File: config.mk
export PLATFORM = sky130hd
export DESIGN_NAME = scale_line_sched
export DESIGN_NICKNAME = d
export VERILOG_FILES = /design/src/rtl/scale_line_sched_pkg.sv /design/src/rtl/scale_line_sched_row_map.sv /design/src/rtl/scale_line_sched.sv
export SDC_FILE = /design/constraint.sdc
export NUM_CORES = 1
export LEC_CHECK = 0
export ABC_AREA = 1
export CORE_MARGIN = 1
export CORE_UTILIZATION = 55
export CTS_CLUSTER_DIAMETER = 100
export DETAILED_ROUTE_END_ITERATION = 10
export PLACE_DENSITY = 0.79
export REMOVE_ABC_BUFFERS = 1
export SLEW_MARGIN = 40
export SYNTH_ARGS = -nofsm -noshare
export SYNTH_HDL_FRONTEND = slang
export SYNTH_SLANG_ARGS = --single-unit
File: constraint.sdc
create_clock -name clk -period 15.5 [get_ports clk]
set_clock_uncertainty 0.2 [all_clocks]
set_input_delay 3.1 -clock clk [delete_from_list [all_inputs] [get_ports clk]]
set_output_delay 3.1 -clock clk [all_outputs]
set_load 0.005 [all_outputs]
File: src/rtl/scale_line_sched_pkg.sv
// Shared constants for the vertical scaler line scheduler:
// default widths and the FSM state encoding.
package scale_line_sched_pkg;

   localparam int FIX_LEN   = 15;
   localparam int FLOAT_LEN = 11;
   localparam int ROW_W     = 11;

   localparam logic [2:0] ST_IDLE    = 3'd0;
   localparam logic [2:0] ST_CALC    = 3'd1;
   localparam logic [2:0] ST_CHECK   = 3'd2;
   localparam logic [2:0] ST_REQ     = 3'd3;
   localparam logic [2:0] ST_FILL    = 3'd4;
   localparam logic [2:0] ST_DONE    = 3'd5;
   localparam logic [2:0] ST_RELEASE = 3'd6;

endpackage

File: src/rtl/scale_line_sched_row_map.sv
// Destination-to-source row map: registered multiply by the
// fixed-point step, drop the fraction, clamp to the last row.
module scale_row_map #(
   parameter int FIX_LEN   = scale_line_sched_pkg::FIX_LEN,
   parameter int FLOAT_LEN = scale_line_sched_pkg::FLOAT_LEN,
   parameter int ROW_W     = scale_line_sched_pkg::ROW_W
) (
   input  logic               clk,
   input  logic               rstn,
   input  logic               en,
   input  logic [ROW_W-1:0]   dst_row,
   input  logic [FIX_LEN-1:0] y_scale,
   input  logic [ROW_W:0]     src_v_num,
   output logic [ROW_W-1:0]   src_row
);

   localparam int PW = ROW_W + FIX_LEN;

   logic [PW-1:0]  prod;
   logic [PW-1:0]  shf;
   logic [PW-1:0]  lim;
   logic [ROW_W:0] last;

   assign prod = PW'(dst_row) * PW'(y_scale);
   assign shf  = prod >> FLOAT_LEN;
   assign lim  = PW'(src_v_num);
   assign last = src_v_num - (ROW_W+1)'(1);

   always_ff @(posedge clk or negedge rstn) begin
      if (!rstn) begin
         src_row <= '0;
      end else if (en) begin
         if (shf >= lim) src_row <= last[ROW_W-1:0];
         else            src_row <= shf[ROW_W-1:0];
      end
   end

endmodule

File: src/rtl/scale_line_sched.sv
// Two-entry line buffer scheduler: maps each requested output row
// to a source row, reuses a resident buffer or fetches into a victim.
module scale_line_sched #(
   parameter int FIX_LEN   = scale_line_sched_pkg::FIX_LEN,
   parameter int FLOAT_LEN = scale_line_sched_pkg::FLOAT_LEN,
   parameter int ROW_W     = scale_line_sched_pkg::ROW_W
) (
   input  logic               clk,
   input  logic               rstn,
   input  logic               frame_start,
   input  logic [FIX_LEN-1:0] y_scale,
   input  logic [ROW_W:0]     src_v_num,
   input  logic               row_req,
   input  logic [ROW_W-1:0]   dst_row,
   output logic               tran_done,
   output logic               buf_sel,
   output logic               rd_req,
   output logic [ROW_W-1:0]   rd_row,
   output logic               rd_buf,
   input  logic               rd_ack,
   input  logic               rd_done,
   output logic               busy
);

   import scale_line_sched_pkg::*;

   logic [2:0]       state;
   logic [ROW_W-1:0] dst_q;
   logic [ROW_W-1:0] src_row;
   logic [ROW_W-1:0] tag0;
   logic [ROW_W-1:0] tag1;
   logic [1:0]       valid;
   logic             last_buf;
   logic             srv_buf;
   logic             fs_pend;
   logic             hit0;
   logic             hit1;
   logic             fs_abort;

   scale_row_map #(
      .FIX_LEN   (FIX_LEN),
      .FLOAT_LEN (FLOAT_LEN),
      .ROW_W     (ROW_W)
   ) u_map (
      .clk       (clk),
      .rstn      (rstn),
      .en        (state == ST_CALC),
      .dst_row   (dst_q),
      .y_scale   (y_scale),
      .src_v_num (src_v_num),
      .src_row   (src_row)
   );

   assign hit0     = valid[0] && (tag0 == src_row);
   assign hit1     = valid[1] && (tag1 == src_row);
   assign fs_abort = fs_pend || frame_start;

   assign rd_req    = (state == ST_REQ);
   assign busy      = (state != ST_IDLE);
   // a frame restart in DONE suppresses the pulse
   assign tran_done = (state == ST_DONE) && !frame_start;

   always_ff @(posedge clk or negedge rstn) begin
      if (!rstn) begin
         state    <= ST_IDLE;
         dst_q    <= '0;
         tag0     <= '0;
         tag1     <= '0;
         valid    <= 2'b00;
         last_buf <= 1'b1;
         srv_buf  <= 1'b0;
         fs_pend  <= 1'b0;
         buf_sel  <= 1'b0;
         rd_row   <= '0;
         rd_buf   <= 1'b0;
      end else begin
         case (state)
            ST_REQ: begin
               if (frame_start) fs_pend <= 1'b1;
               if (rd_ack) state <= ST_FILL;
            end
            ST_FILL: begin
               if (rd_done && fs_abort) begin
                  valid    <= 2'b00;
                  last_buf <= 1'b1;
                  fs_pend  <= 1'b0;
                  state    <= ST_IDLE;
               end else if (rd_done) begin
                  if (rd_buf) tag1 <= src_row;
                  else        tag0 <= src_row;
                  valid[rd_buf] <= 1'b1;
                  srv_buf       <= rd_buf;
                  state         <= ST_DONE;
               end else if (frame_start) begin
                  fs_pend <= 1'b1;
               end
            end
            default: begin
               if (frame_start) begin
                  valid    <= 2'b00;
                  last_buf <= 1'b1;
                  state    <= ST_IDLE;
               end else begin
                  case (state)
                     ST_IDLE: begin
                        if (row_req) begin
                           dst_q <= dst_row;
                           state <= ST_CALC;
                        end
                     end
                     ST_CALC: state <= ST_CHECK;
                     ST_CHECK: begin
                        if (hit0 || hit1) begin
                           srv_buf <= !hit0;
                           state   <= ST_DONE;
                        end else begin
                           rd_row <= src_row;
                           rd_buf <= ~last_buf;
                           state  <= ST_REQ;
                        end
                     end
                     ST_DONE: begin
                        buf_sel  <= srv_buf;
                        last_buf <= srv_buf;
                        state    <= ST_RELEASE;
                     end
                     ST_RELEASE: begin
                        if (!row_req) state <= ST_IDLE;
                     end
                     default: state <= ST_IDLE;
                  endcase
               end
            end
         endcase
      end
   end

endmodule

-- Word level (Yosys, flattened, before mapping)
Index checks and enable logic that the tools add are counted.
- register bits: 65
- input port bits: 44
- word-level logic and storage cells: 99
- output and inout bits: 16
- reduce and logical (&&, ||, !) cells: 27
- add/sub/neg operators: 1
- multipliers: 1
- equality and inequality tests: 17
- order comparisons: 3
- bitwise logic cells: 8
- mux-type cells: 30
- operators by type and width (operator ; count):
    11-bit by 15-bit multiplier with 26-bit output ; 1
    11-bit == test ; 2
    3-bit two-way mux ; 7
    4-bit AND reduction ; 5
    15-bit by 12-bit greater-or-equal comparator with 1-bit output ; 1
    3-bit one-hot mux with 5 select lines ; 1
    1-bit two-way mux ; 12
    11-bit two-way mux ; 1
    11-bit by 1-bit subtractor with 11-bit output, second input constant ; 1
    3-bit == test, second input constant ; 3
    3-bit AND reduction ; 3
    2-bit nonzero test ; 4
    1-bit NOT ; 7
    3-bit by 2-bit == test with 1-bit output, second input constant ; 2
    2-bit two-way mux ; 3
    2-bit inequality test, second input constant ; 3
    3-bit inequality test, second input constant ; 2
    1-bit one-hot mux with 2 select lines ; 3
    3-bit one-hot mux with 2 select lines ; 1
    6-bit AND reduction ; 1
    3-bit nonzero test ; 2
    1-bit logical AND ; 5
    5-bit by 4-bit inequality test with 1-bit output, second input constant ; 1
    5-bit inequality test, second input constant ; 1
    12 further kinds ; 15

-- Depth between registers and ports, before layout
Gate-level depths: netlist of the first run.
- word-level depth: 8
- mapped depth: 38
- mapped depth without buffers: 36

-- Modules after synthesis
From an unflattened synthesis of the first run, not the netlist that was laid out.
- cell total of the unflattened synthesis: 1328
- area, all modules: 9566.7 um^2
- by module, submodules not included (module ; cells an instance ; instances ; area an instance (um^2) ; seq. area each (um^2)):
    scale_row_map ; 998 ; 1 ; 6877.8 ; 275.3
    scale_line_sched ; 330 ; 1 ; 2688.8 ; 1352.5

-- Least setup slack after synthesis of the first run
Ideal clock, no wire load.
- kind: input-to-reg
- start: input port y_scale[8]
- end: register u_map.src_row[0]
- path buffers: 2
- arrival: 8548 ps
- required time: 15183 ps
- slack: 6635 ps
- stages on the path: 29
- cells stage by stage: clkbuf_1 -> nand2_1 -> fa_1 -> inv_1 -> fa_1 -> fa_1 -> fa_1 -> inv_1 -> fa_1 -> inv_1 -> ha_1 -> nand2_1 -> nand2_1 -> o21bai_1 -> a211oi_1 -> nand2_1 -> a21oi_1 -> xnor2_1 -> ha_1 -> nand2_1 -> nor2_1 -> a31o_2 -> inv_1 -> nand2_2 -> nor2_2 -> buf_4 -> nand3_1 -> nand3_1 -> nand2_1
- longest elaborated chain between the ends: 3
- RTL lines (what ; RTL line ; source):
    start: declaration ; scale_line_sched.sv:11 ; input logic [FIX_LEN-1:0] y_scale,
    11-bit by 15-bit multiplier with 26-bit output * ; scale_line_sched_row_map.sv:24 ; assign prod = PW'(dst_row) * PW'(y_scale);
    15-bit by 12-bit greater-or-equal comparator with 1-bit output ; scale_line_sched_row_map.sv:33 ; if (shf >= lim) src_row <= last[ROW_W-1:0];
    11-bit two-way mux * ; scale_line_sched_row_map.sv:33 ;
    end signal: assignment ; scale_line_sched_row_map.sv:33 ;
    end signal: assignment ; scale_line_sched_row_map.sv:34 ; else src_row <= shf[ROW_W-1:0];
    end: declaration ; scale_line_sched_row_map.sv:14 ; output logic [ROW_W-1:0] src_row
Mark *: on every way between the ends. The rest lies on a longest branch, timed or not.
A chain may end at the register's enable or synchronous reset.

-- Worst setup path after layout of the first run
- start: input port y_scale[8]
- end: register u_map.src_row[5]
The elaborated chain is that of the path after synthesis.

==> flow_metrics.py, run 1 <==
metrics = {
    "place": {
        "port-buffer-count": 59,
        "dpl-instance-area_sq_um": 9910,
        "detailed_placement_hpwl_mm": 16.9,
        "place_congestion": 0.971,
    },
    "grt": {
        "global_route.overflow_total": 0,
        "grt_pass1_wl_mm": 37.6,
        "grt_pass1_vias": 8220,
        "global_route.usage.total": 0.266,
        "grt_start_max_net_pins": 66,
        "antenna_found_initial": 0,
    },
    "critical_path": {
        "crit-reg2reg-launch": "dst_q[5]",
        "r2r_cells": 29,
        "cp_slowest_stage_delay_ns": 0.80,
        "startpoint_type": "input port",
        "timing.setup.critical_path_class": "in -> reg",
        "capture_point_of_the_worst_reg_to_reg_path": "u_map.src_row[5]",
        "critical_path_peak_fanout": 12,
        "critical_path_arrival_ns": 10.05,
        "timing.critical_path.mode_cell": "sky130_fd_sc_hd__nand2_1",
        "cp_endpoint": "u_map.src_row[5]",
        "r2r_setup_slack_ns": 8.28,
        "worst-endpoint-required_ns": 15.57,
        "crit_path_launch": "y_scale[8]",
        "critPathCaptureType": "register",
        "timing.critical_path.slowest_stage_cell": "sky130_fd_sc_hd__clkdlybuf4s50_1",
    },
    "sta": {
        "hold_vio_cnt_final": 0,
        "final-max-slew-violation-count": 0,
        "min_period_ns": 9.98,
        "fmax_mhz": 100,
        "rsz0062_at_grt": "no",
        "tightestPinTransition_ns": 0.748,
        "timing.final.crit_share": 0.644,
        "setup-tns-final_ns": 0,
        "setup_violations": 0,
        "max-slew-margin-rel": 0.500,
    },
    "clock_tree": {
        "cts.reportedPaths.clkPinSlew_ns": 0.06,
        "tritoncts_clock_tree": "done",
        "cts_inserted_buffers": 9,
        "cts_max_path_bufs": 2,
        "htreeDepth": 3,
        "clk_root_buffer_cell": "sky130_fd_sc_hd__clkbuf_16",
        "cts_num_sinks": 65,
        "postcts_resize_cnt": 0,
        "clock_latency_at_the_later_pin_of_the_worst_skew_pair_ns": 0.33,
        "post-cts-setup-buffers": 0,
        "cts-hold-fix-buffers": 0,
    },
    "synthesis": {
        "synth_seq_area_share": 0.177,
        "post-synth-top-area-fraction": 0.250,
        "synthesized_netlist_cell_count": 1260,
        "yosys_register_bits": 65,
        "syn-mean-instance-area_sq_um": 7.31,
        "dominantRegCellSynth": "sky130_fd_sc_hd__dfrtp_1",
        "post_synth_num_cell_types": 38,
        "yosys_warnings": 0,
        "mappedNetlistArea_sq_um": 9210,
        "edff_count_synth": 0,
        "synth_async_reset_ratio": 1.00,
        "synthTopCellsByArea": "sky130_fd_sc_hd__fa_1 (25%), sky130_fd_sc_hd__dfrtp_1 (17%), sky130_fd_sc_hd__nand2_1 (16%)",
        "synth_area_leader_cell": "sky130_fd_sc_hd__fa_1",
    },
    "run": {
        "maxCapViolations": 0,
    },
    "detailed_routing": {
        "detail_route.iter0.violations": 466,
        "avgViaCountPerCell": 5.16,
        "route.antenna.remaining_nets": 0,
        "firstDrtPassIters": 5,
        "drc": 0,
        "avgRoutedWirePerCell_microns": 13.9,
        "vias": 7814,
        "routed_wl_mm": 21.1,
    },
    "floorplanning": {
        "die_area_sq_um": 17300,
        "horizontal_die_dimension_microns": 131,
        "fp.coreArea_sq_um": 16100,
        "num_io_pins": 60,
        "initial_utilization": 0.572,
        "placement_rows": 46,
        "die_height_microns": 131,
    },
    "hold_path": {
        "min-delay-path-class": "reg -> reg",
    },
    "final_layout": {
        "layout.filler_cells": 1433,
        "layout.nets": 1526,
        "post_layout_inst_area_sq_um": 10200,
        "area_overhead_vs_synth_pct": 10.9,
        "finish.utilization": 0.634,
        "n_antenna_cell": 0,
        "fraction_of_final_layout_cells_sized_beyond_drive_strength_1": 0.0393,
    },
    "outcome": {
        "run_status": "complete, no violations",
    },
}
-- cells by family after synthesis --
kind of cell / count (synthesis) / share of synthesized area
AOI/OAI and AO/OA: 92 / 0.0558
and+or+nand+nor: 517 / 0.228
adders and majority gates: 189 / 0.350
muxes: 12 / 0.0147
DFF: 65 / 0.177
xor gates and xnor gates: 26 / 0.0247
buffers and inverters: 359 / 0.149
-- critical path: cells and delay by family --
| kind | cells | cell delay (ns) |
|---|---|---|
| xor+xnor | 1 | 0.24 |
| compound gates | 3 | 0.47 |
| buf+inv | 6 | 1.08 |
| fa+ha+maj | 7 | 3.30 |
| simple gates | 13 | 1.82 |
-- layout by cell type (no fill, tap or decap), types with 2 or more instances in the layout --
cell type and n:
sky130_fd_sc_hd__clkbuf_16 9, sky130_fd_sc_hd__ha_1 74, sky130_fd_sc_hd__o21bai_1 5, sky130_fd_sc_hd__mux2_2 12, sky130_fd_sc_hd__o211ai_1 3, sky130_fd_sc_hd__nand3b_1 4, sky130_fd_sc_hd__clkdlybuf4s50_1 58, sky130_fd_sc_hd__fa_1 115
sky130_fd_sc_hd__nor2_4 2, sky130_fd_sc_hd__o22ai_1 5, sky130_fd_sc_hd__clkinv_2 3, sky130_fd_sc_hd__nor3_1 16, sky130_fd_sc_hd__nor2_2 6, sky130_fd_sc_hd__dfrtp_1 64, sky130_fd_sc_hd__nand4_1 9, sky130_fd_sc_hd__xor2_1 17
sky130_fd_sc_hd__nand2_1 382, sky130_fd_sc_hd__xnor2_1 9, sky130_fd_sc_hd__nand2_2 7, sky130_fd_sc_hd__a21oi_1 32, sky130_fd_sc_hd__inv_1 321, sky130_fd_sc_hd__nor2_1 51, sky130_fd_sc_hd__nand3_1 36, sky130_fd_sc_hd__o21ai_0 37
sky130_fd_sc_hd__a211oi_1 3
-- layer usage --
metal / GRT usage / up-vias / part of all wire / wire length [microns]
met5: 0 / - / 0 / 0
met4: 0.107 / 0 / 0.030 / 641
met3: 0.0359 / 57 / 0.049 / 1020
met2: 0.466 / 228 / 0.49 / 10300
met1: 0.332 / 3740 / 0.43 / 9050
li1: - / 3789 / - / -
-- stage by stage --
step | setup slack [ns] | hold slack [ns] | std cells
floorplan | 6.70 | 0.249 | 1222
global placement | 5.38 | 0.265 | 1498
detailed placement | 5.23 | 0.272 | 1498
CTS | 5.55 | 0.287 | 1514
global route | 4.99 | 0.315 | 1514
finish | 5.52 | 0.284 | 1514
-- synth_stat cells (all sizes together) (4+ instances only) --
| library cell | number |
|---|---|
| o21bai | 5 |
| o22ai | 5 |
| buf | 9 |
| fa | 115 |
| nor2 | 59 |
| ha | 74 |
| nor3 | 16 |
| o21ai | 37 |
| mux2 | 12 |
| nand3b | 4 |
| nand4 | 9 |
| nand2 | 389 |
| xnor2 | 9 |
| xor2 | 17 |
| a21oi | 33 |
| clkbuf | 29 |
| nand3 | 37 |
| inv | 321 |
| dfrtp | 64 |
-- how the worst min path moves through the flow --
stage | from | end | slack [ns] | cells past startpoint
detailed placement | u_map.src_row[5] | u_map.src_row[5] | 0.27 | 2
finish | rd_row[3] | rd_row[3] | 0.28 | 2
floorplan | u_map.src_row[10] | u_map.src_row[10] | 0.25 | 2
global placement | rd_row[10] | rd_row[10] | 0.26 | 2
CTS | rd_row[3] | rd_row[3] | 0.29 | 2
global route | u_map.src_row[10] | u_map.src_row[10] | 0.31 | 2
-- registers in the layout (all words and copies together), names as in the netlist --
name,cells
last_buf,1
fs_pend,1
tag1,11
tag0,11
rd_row,11
state,3
valid,2
rd_buf,1
buf_sel,1
u_map.src_row,11
dst_q,11
srv_buf,1
-- cell type report --
type,count,area [sq um],area share
clock buffers,9,225,0.0221
clock inverters,7,70.1,0.00686
inverters,321,1200,0.118
multi-input cells,836,6220,0.609
flip-flops and latches,65,1630,0.159
well taps,216,270,0.0265
repair buffers,60,597,0.0584
Power of run 1 is not shown: default switching activity piles up to over one toggle a cycle in this logic, so the estimate is an artifact.
==> run 2: changes to the inputs <==
PLACE_DENSITY = 0.82   (was 0.79)
clock period = 9.1 ns   (was 15.5 ns; I/O delays follow)
==> flow_metrics.py, run 2 (same netlist as run 1, synthesis figures left out) <==
metrics = {
    "outcome": {
        "run_status": "complete, no violations",
    },
    "final_layout": {
        "n_antenna_cell": 0,
        "fraction_of_final_layout_cells_sized_beyond_drive_strength_1": 0.0414,
        "most_used_cells_in_the_layout_excluding_fill_and_tap_cells": "sky130_fd_sc_hd__nand2_1 (382), sky130_fd_sc_hd__inv_1 (321), sky130_fd_sc_hd__fa_1 (115)",
        "mostFrequentLayoutCell": "sky130_fd_sc_hd__nand2_1",
        "layout.nets": 1531,
        "layout.filler_cells": 1432,
        "area_overhead_vs_synth_pct": 11.6,
    },
    "detailed_routing": {
        "avgRoutedWirePerCell_microns": 13.5,
        "detail_route.iter0.violations": 507,
        "vias": 7786,
        "routed_wl_mm": 20.5,
        "avgViaCountPerCell": 5.13,
        "drc": 0,
        "firstDrtPassIters": 6,
        "route.antenna.remaining_nets": 0,
    },
    "place": {
        "place_congestion": 0.940,
        "port-buffer-count": 59,
        "detailed_placement_hpwl_mm": 16.8,
    },
    "floorplanning": {
        "initial_utilization": 0.572,
        "horizontal_die_dimension_microns": 131,
        "die_height_microns": 131,
        "fp.coreArea_sq_um": 16100,
        "placement_rows": 46,
        "num_io_pins": 60,
        "die_area_sq_um": 17300,
    },
    "grt": {
        "global_route.usage.total": 0.256,
        "global_route.overflow_total": 0,
        "busiest_layer": "met2",
        "met3_usage": 0.0340,
        "grt_start_max_net_pins": 66,
        "grt_pass1_wl_mm": 36.1,
        "grt.met2_usage": 0.450,
        "grt_pass1_vias": 7835,
        "antenna_found_initial": 0,
        "grt_use_met1": 0.333,
    },
    "hold_path": {
        "min-delay-path-class": "reg -> reg",
    },
    "critical_path": {
        "worst-endpoint-required_ns": 9.12,
        "critical_path_arrival_ns": 8.41,
        "cp_slowest_stage_delay_ns": 0.79,
        "critical_path_peak_fanout": 11,
        "startpoint_type": "input port",
        "timing.setup.critical_path_class": "in -> reg",
        "timing.critical_path.mode_cell": "sky130_fd_sc_hd__nand2_1",
        "critPathCaptureType": "register",
        "timing.critical_path.slowest_stage_cell": "sky130_fd_sc_hd__clkdlybuf4s50_1",
    },
    "clock_tree": {
        "cts.reportedPaths.clkPinSlew_ns": 0.06,
        "cts-hold-fix-buffers": 0,
        "cts_num_sinks": 65,
        "clk_root_buffer_cell": "sky130_fd_sc_hd__clkbuf_16",
        "post-cts-setup-buffers": 0,
        "tritoncts_clock_tree": "done",
        "postcts_resize_cnt": 0,
        "cts_max_path_bufs": 2,
        "clock_latency_at_the_later_pin_of_the_worst_skew_pair_ns": 0.33,
        "cts_inserted_buffers": 9,
        "htreeDepth": 3,
    },
    "sta": {
        "rsz0062_at_grt": "no",
        "setup-tns-final_ns": 0,
        "hold_vio_cnt_final": 0,
        "min_period_ns": 8.39,
        "tightestPinTransition_ns": 0.821,
        "setup_violations": 0,
        "timing.final.crit_share": 0.922,
        "final-max-slew-violation-count": 0,
        "fmax_mhz": 119,
        "max-slew-margin-rel": 0.451,
    },
    "run": {
        "maxCapViolations": 0,
    },
}
==> run 2: area by class of cell <==
cell class | count | area (sq um) | share of cell area
clock inverters | 6 | 91.3 | 0.00889
inverters | 321 | 1200 | 0.117
flip-flops and latches | 65 | 1630 | 0.158
clock buffers | 10 | 229 | 0.0223
well taps | 216 | 270 | 0.0263
multi-input cells | 836 | 6220 | 0.605
repair buffers | 65 | 634 | 0.0617
==> run 2: routing by layer <==
| metal | up-vias | part of all wire | wire (microns) |
|---|---|---|---|
| met5 | - | 0 | 0 |
| met4 | 0 | 0.022 | 450 |
| met3 | 57 | 0.063 | 1300 |
| met2 | 288 | 0.49 | 10000 |
| met1 | 3643 | 0.42 | 8700 |
| li1 | 3798 | - | - |
==> run 2: path summary, 6_finish.rpt <==
path                       startpoint               end  slack, ns  cells after the start
hold reg to reg             rd_row[3]         rd_row[3]       0.28                      2
setup reg to reg             dst_q[6]  u_map.src_row[1]       2.17                     33
hold / removal              rd_row[3]         rd_row[3]       0.28                      2
setup / recovery           y_scale[8]  u_map.src_row[1]       0.71                     34
max in group asynchronous        rstn          valid[0]       6.91                      2
min in group asynchronous        rstn          dst_q[8]       1.37                      2
==> run 2: metrics by stage <==
stage	setup WS [ns]	hold WS, ns	utilization	cell area (sq um)	std cells
after global routing	0.224	0.314	0.638	10300	1519
final	0.711	0.281	0.638	10300	1519
after global placement	0.492	0.266	0.616	9930	1502
after detailed placement	0.403	0.273	0.617	9940	1502
after CTS	0.716	0.287	0.637	10300	1518
after floorplan	1.58	0.249	-	9040	1222
==> run 2: worst max-delay path: cells and delay by family <==
kind	cells	cell delay, ns
buf+inv	6	1.07
fa+ha+maj	7	3.27
compound gates	2	0.31
simple gates	19	1.94
Power of run 2 is left out for the same reason.
==> run 3: changes to the inputs <==
SYNTH_HIERARCHICAL = 1   (was not set)
==> flow_metrics.py, run 3 <==
metrics = {
    "synthesis": {
        "synth.top_cells.by_count": "sky130_fd_sc_hd__nand2_1 (438), sky130_fd_sc_hd__inv_1 (328), sky130_fd_sc_hd__fa_1 (115)",
        "syn-mean-instance-area_sq_um": 7.20,
        "synthTopCellsByArea": "sky130_fd_sc_hd__fa_1 (24%), sky130_fd_sc_hd__nand2_1 (17%), sky130_fd_sc_hd__dfrtp_1 (17%)",
        "dominantRegCellSynth": "sky130_fd_sc_hd__dfrtp_1",
        "synth_seq_area_share": 0.170,
        "mappedNetlistArea_sq_um": 9570,
        "synth_area_leader_cell": "sky130_fd_sc_hd__fa_1",
        "post-synth-top-area-fraction": 0.241,
        "synthesized_netlist_cell_count": 1328,
        "yosys_register_bits": 65,
        "post_synth_num_cell_types": 47,
        "synth_async_reset_ratio": 1.00,
        "yosys_warnings": 6,
        "synth_most_common_cell": "sky130_fd_sc_hd__nand2_1",
        "edff_count_synth": 0,
    },
    "grt": {
        "grt_pass1_vias": 8485,
        "grt_pass1_wl_mm": 38.5,
        "grt_start_max_net_pins": 42,
        "global_route.overflow_total": 0,
        "global_route.usage.total": 0.267,
        "antenna_found_initial": 0,
    },
    "critical_path": {
        "timing.critical_path.slowest_stage_cell": "sky130_fd_sc_hd__clkdlybuf4s50_1",
        "capture_point_of_the_worst_reg_to_reg_path": "u_map/src_row[9]",
        "critical_path_peak_fanout": 12,
        "r2r_setup_slack_ns": 2.06,
        "timing.setup.critical_path_class": "in -> reg",
        "path_delay_family": "adder cells",
        "timing.critical_path.mode_cell": "sky130_fd_sc_hd__nand2_1",
        "critPathBufInv": 7,
        "critical_path_arrival_ns": 8.53,
        "startpoint_type": "input port",
        "critPathCaptureType": "register",
        "crit-reg2reg-launch": "dst_q[5]",
        "cp_slowest_stage_delay_ns": 0.69,
        "worst-endpoint-required_ns": 9.11,
        "r2r_cells": 31,
    },
    "floorplanning": {
        "die_area_sq_um": 17900,
        "placement_rows": 47,
        "num_io_pins": 60,
        "fp.coreArea_sq_um": 16800,
        "initial_utilization": 0.571,
        "horizontal_die_dimension_microns": 134,
        "die_height_microns": 134,
    },
    "detailed_routing": {
        "firstDrtPassIters": 8,
        "avgViaCountPerCell": 5.15,
        "vias": 8177,
        "avgRoutedWirePerCell_microns": 14.0,
        "drc": 0,
        "routed_wl_mm": 22.2,
        "route.antenna.remaining_nets": 0,
        "detail_route.iter0.violations": 573,
    },
    "clock_tree": {
        "tritoncts_clock_tree": "done",
        "clock_latency_at_the_later_pin_of_the_worst_skew_pair_ns": 0.33,
        "htreeDepth": 3,
        "cts-hold-fix-buffers": 0,
        "clk_root_buffer_cell": "sky130_fd_sc_hd__clkbuf_16",
        "cts.reportedPaths.clkPinSlew_ns": 0.05,
        "cts_max_path_bufs": 2,
        "postcts_resize_cnt": 0,
        "cts_num_sinks": 65,
        "post-cts-setup-buffers": 0,
        "cts_inserted_buffers": 9,
    },
    "final_layout": {
        "n_antenna_cell": 0,
        "most_used_cells_in_the_layout_excluding_fill_and_tap_cells": "sky130_fd_sc_hd__nand2_1 (438), sky130_fd_sc_hd__inv_1 (328), sky130_fd_sc_hd__fa_1 (115)",
        "mostFrequentLayoutCell": "sky130_fd_sc_hd__nand2_1",
        "area_overhead_vs_synth_pct": 10.7,
        "fraction_of_final_layout_cells_sized_beyond_drive_strength_1": 0.0607,
        "post_layout_nonfiller_instances": 1588,
        "layout.nets": 1596,
    },
    "sta": {
        "rsz0062_at_grt": "no",
        "tightestPinTransition_ns": 0.788,
        "setup-tns-final_ns": 0,
        "max-slew-margin-rel": 0.474,
        "setup_violations": 0,
        "min_period_ns": 8.52,
        "hold_vio_cnt_final": 0,
        "timing.final.crit_share": 0.937,
        "fmax_mhz": 117,
        "final-max-slew-violation-count": 0,
    },
    "place": {
        "place_congestion": 0.901,
        "detailed_placement_hpwl_mm": 17.9,
        "dp_cells": 1572,
        "port-buffer-count": 59,
    },
    "outcome": {
        "run_status": "complete, no violations",
    },
    "hold_path": {
        "hold_start": "rd_row[0]",
        "min-delay-path-class": "reg -> reg",
        "worstHoldEndpoint": "rd_row[0]",
        "timing.hold.worst_path_depth": 2,
    },
    "run": {
        "maxCapViolations": 0,
    },
}
run 3: cell types whose count changed after synthesis, moves of 6 or more:
| cell | before | now |
|---|---|---|
| sky130_fd_sc_hd__a21oi_1 | 32 | 26 |
| sky130_fd_sc_hd__inv_1 | 321 | 328 |
| sky130_fd_sc_hd__inv_2 | 0 | 10 |
| sky130_fd_sc_hd__mux2_2 | 12 | 1 |
| sky130_fd_sc_hd__mux2_4 | 0 | 10 |
| sky130_fd_sc_hd__nand2_1 | 382 | 438 |
| sky130_fd_sc_hd__nand2_2 | 7 | 13 |
| sky130_fd_sc_hd__nor3_1 | 16 | 9 |
| sky130_fd_sc_hd__o21ai_0 | 37 | 28 |
| sky130_fd_sc_hd__o21ai_1 | 0 | 14 |
| sky130_fd_sc_hd__xnor2_1 | 9 | 3 |
run 3: worst max-delay path by stage:
| stage | start | endpoint | cells after the start | slack [ns] |
|---|---|---|---|---|
| 3_5_place_dp | y_scale[5] | u_map/src_row[6] | 34 | 0.35 |
| 6_report | y_scale[5] | u_map/src_row[9] | 34 | 0.58 |
| 3_3_place_gp | y_scale[6] | u_map/src_row[8] | 27 | 0.43 |
| 2_1_floorplan | y_scale[5] | u_map/src_row[0] | 33 | 1.72 |
| 5_1_grt | y_scale[5] | u_map/src_row[9] | 34 | 0.26 |
| 4_1_cts | y_scale[5] | u_map/src_row[6] | 34 | 0.68 |
run 3: tightest hold or removal path: cells and delay by family, from the launching register on:
family             cells  cell delay, ns
DFF                    1            0.34
and+or+nand+nor        1            0.05
AOI/OAI and AO/OA      1            0.06
run 3: metrics by stage:
step	instance area, sq um	hold WS [ns]	worst slack [ns]	utilization
after global placement	10200	0.261	0.434	0.611
final	10600	0.283	0.577	0.632
after detailed placement	10300	0.275	0.349	0.613
after floorplan	9370	0.242	1.72	-
after global routing	10600	0.315	0.257	0.632
after CTS	10600	0.291	0.678	0.632
run 3: final cells by class:
| type | count | area [sq um] |
|---|---|---|
| Sequential cell | 65 | 1630 |
| Fill cell | 1466 | 6170 |
| Tap cell | 220 | 275 |
| Inverter | 338 | 1270 |
| Clock buffer | 10 | 229 |
| Clock inverter | 6 | 91.3 |
| Timing Repair Buffer | 62 | 621 |
| Multi-Input combinational cell | 887 | 6470 |
run 3: cell families after synthesis:
| logic type | Yosys count | share of synthesized area |
|---|---|---|
| adder cells (fa/ha/maj) | 189 | 0.337 |
| AND/OR/NAND/NOR | 588 | 0.259 |
| multiplexers | 11 | 0.0169 |
| XOR/XNOR | 16 | 0.0146 |
| buffers and inverters | 376 | 0.154 |
| AO/OA/AOI/OAI | 83 | 0.0477 |
| flip-flops | 65 | 0.170 |
run 3: layer usage:
metal | part of all wire | vias up | global-route usage
met3 | 0.056 | 48 | 0.0404
met1 | 0.42 | 3897 | 0.338
met2 | 0.50 | 265 | 0.467
met5 | 0 | - | 0
met4 | 0.028 | 0 | 0.0878
li1 | - | 3967 | -
Power of run 3 is left out for the same reason.
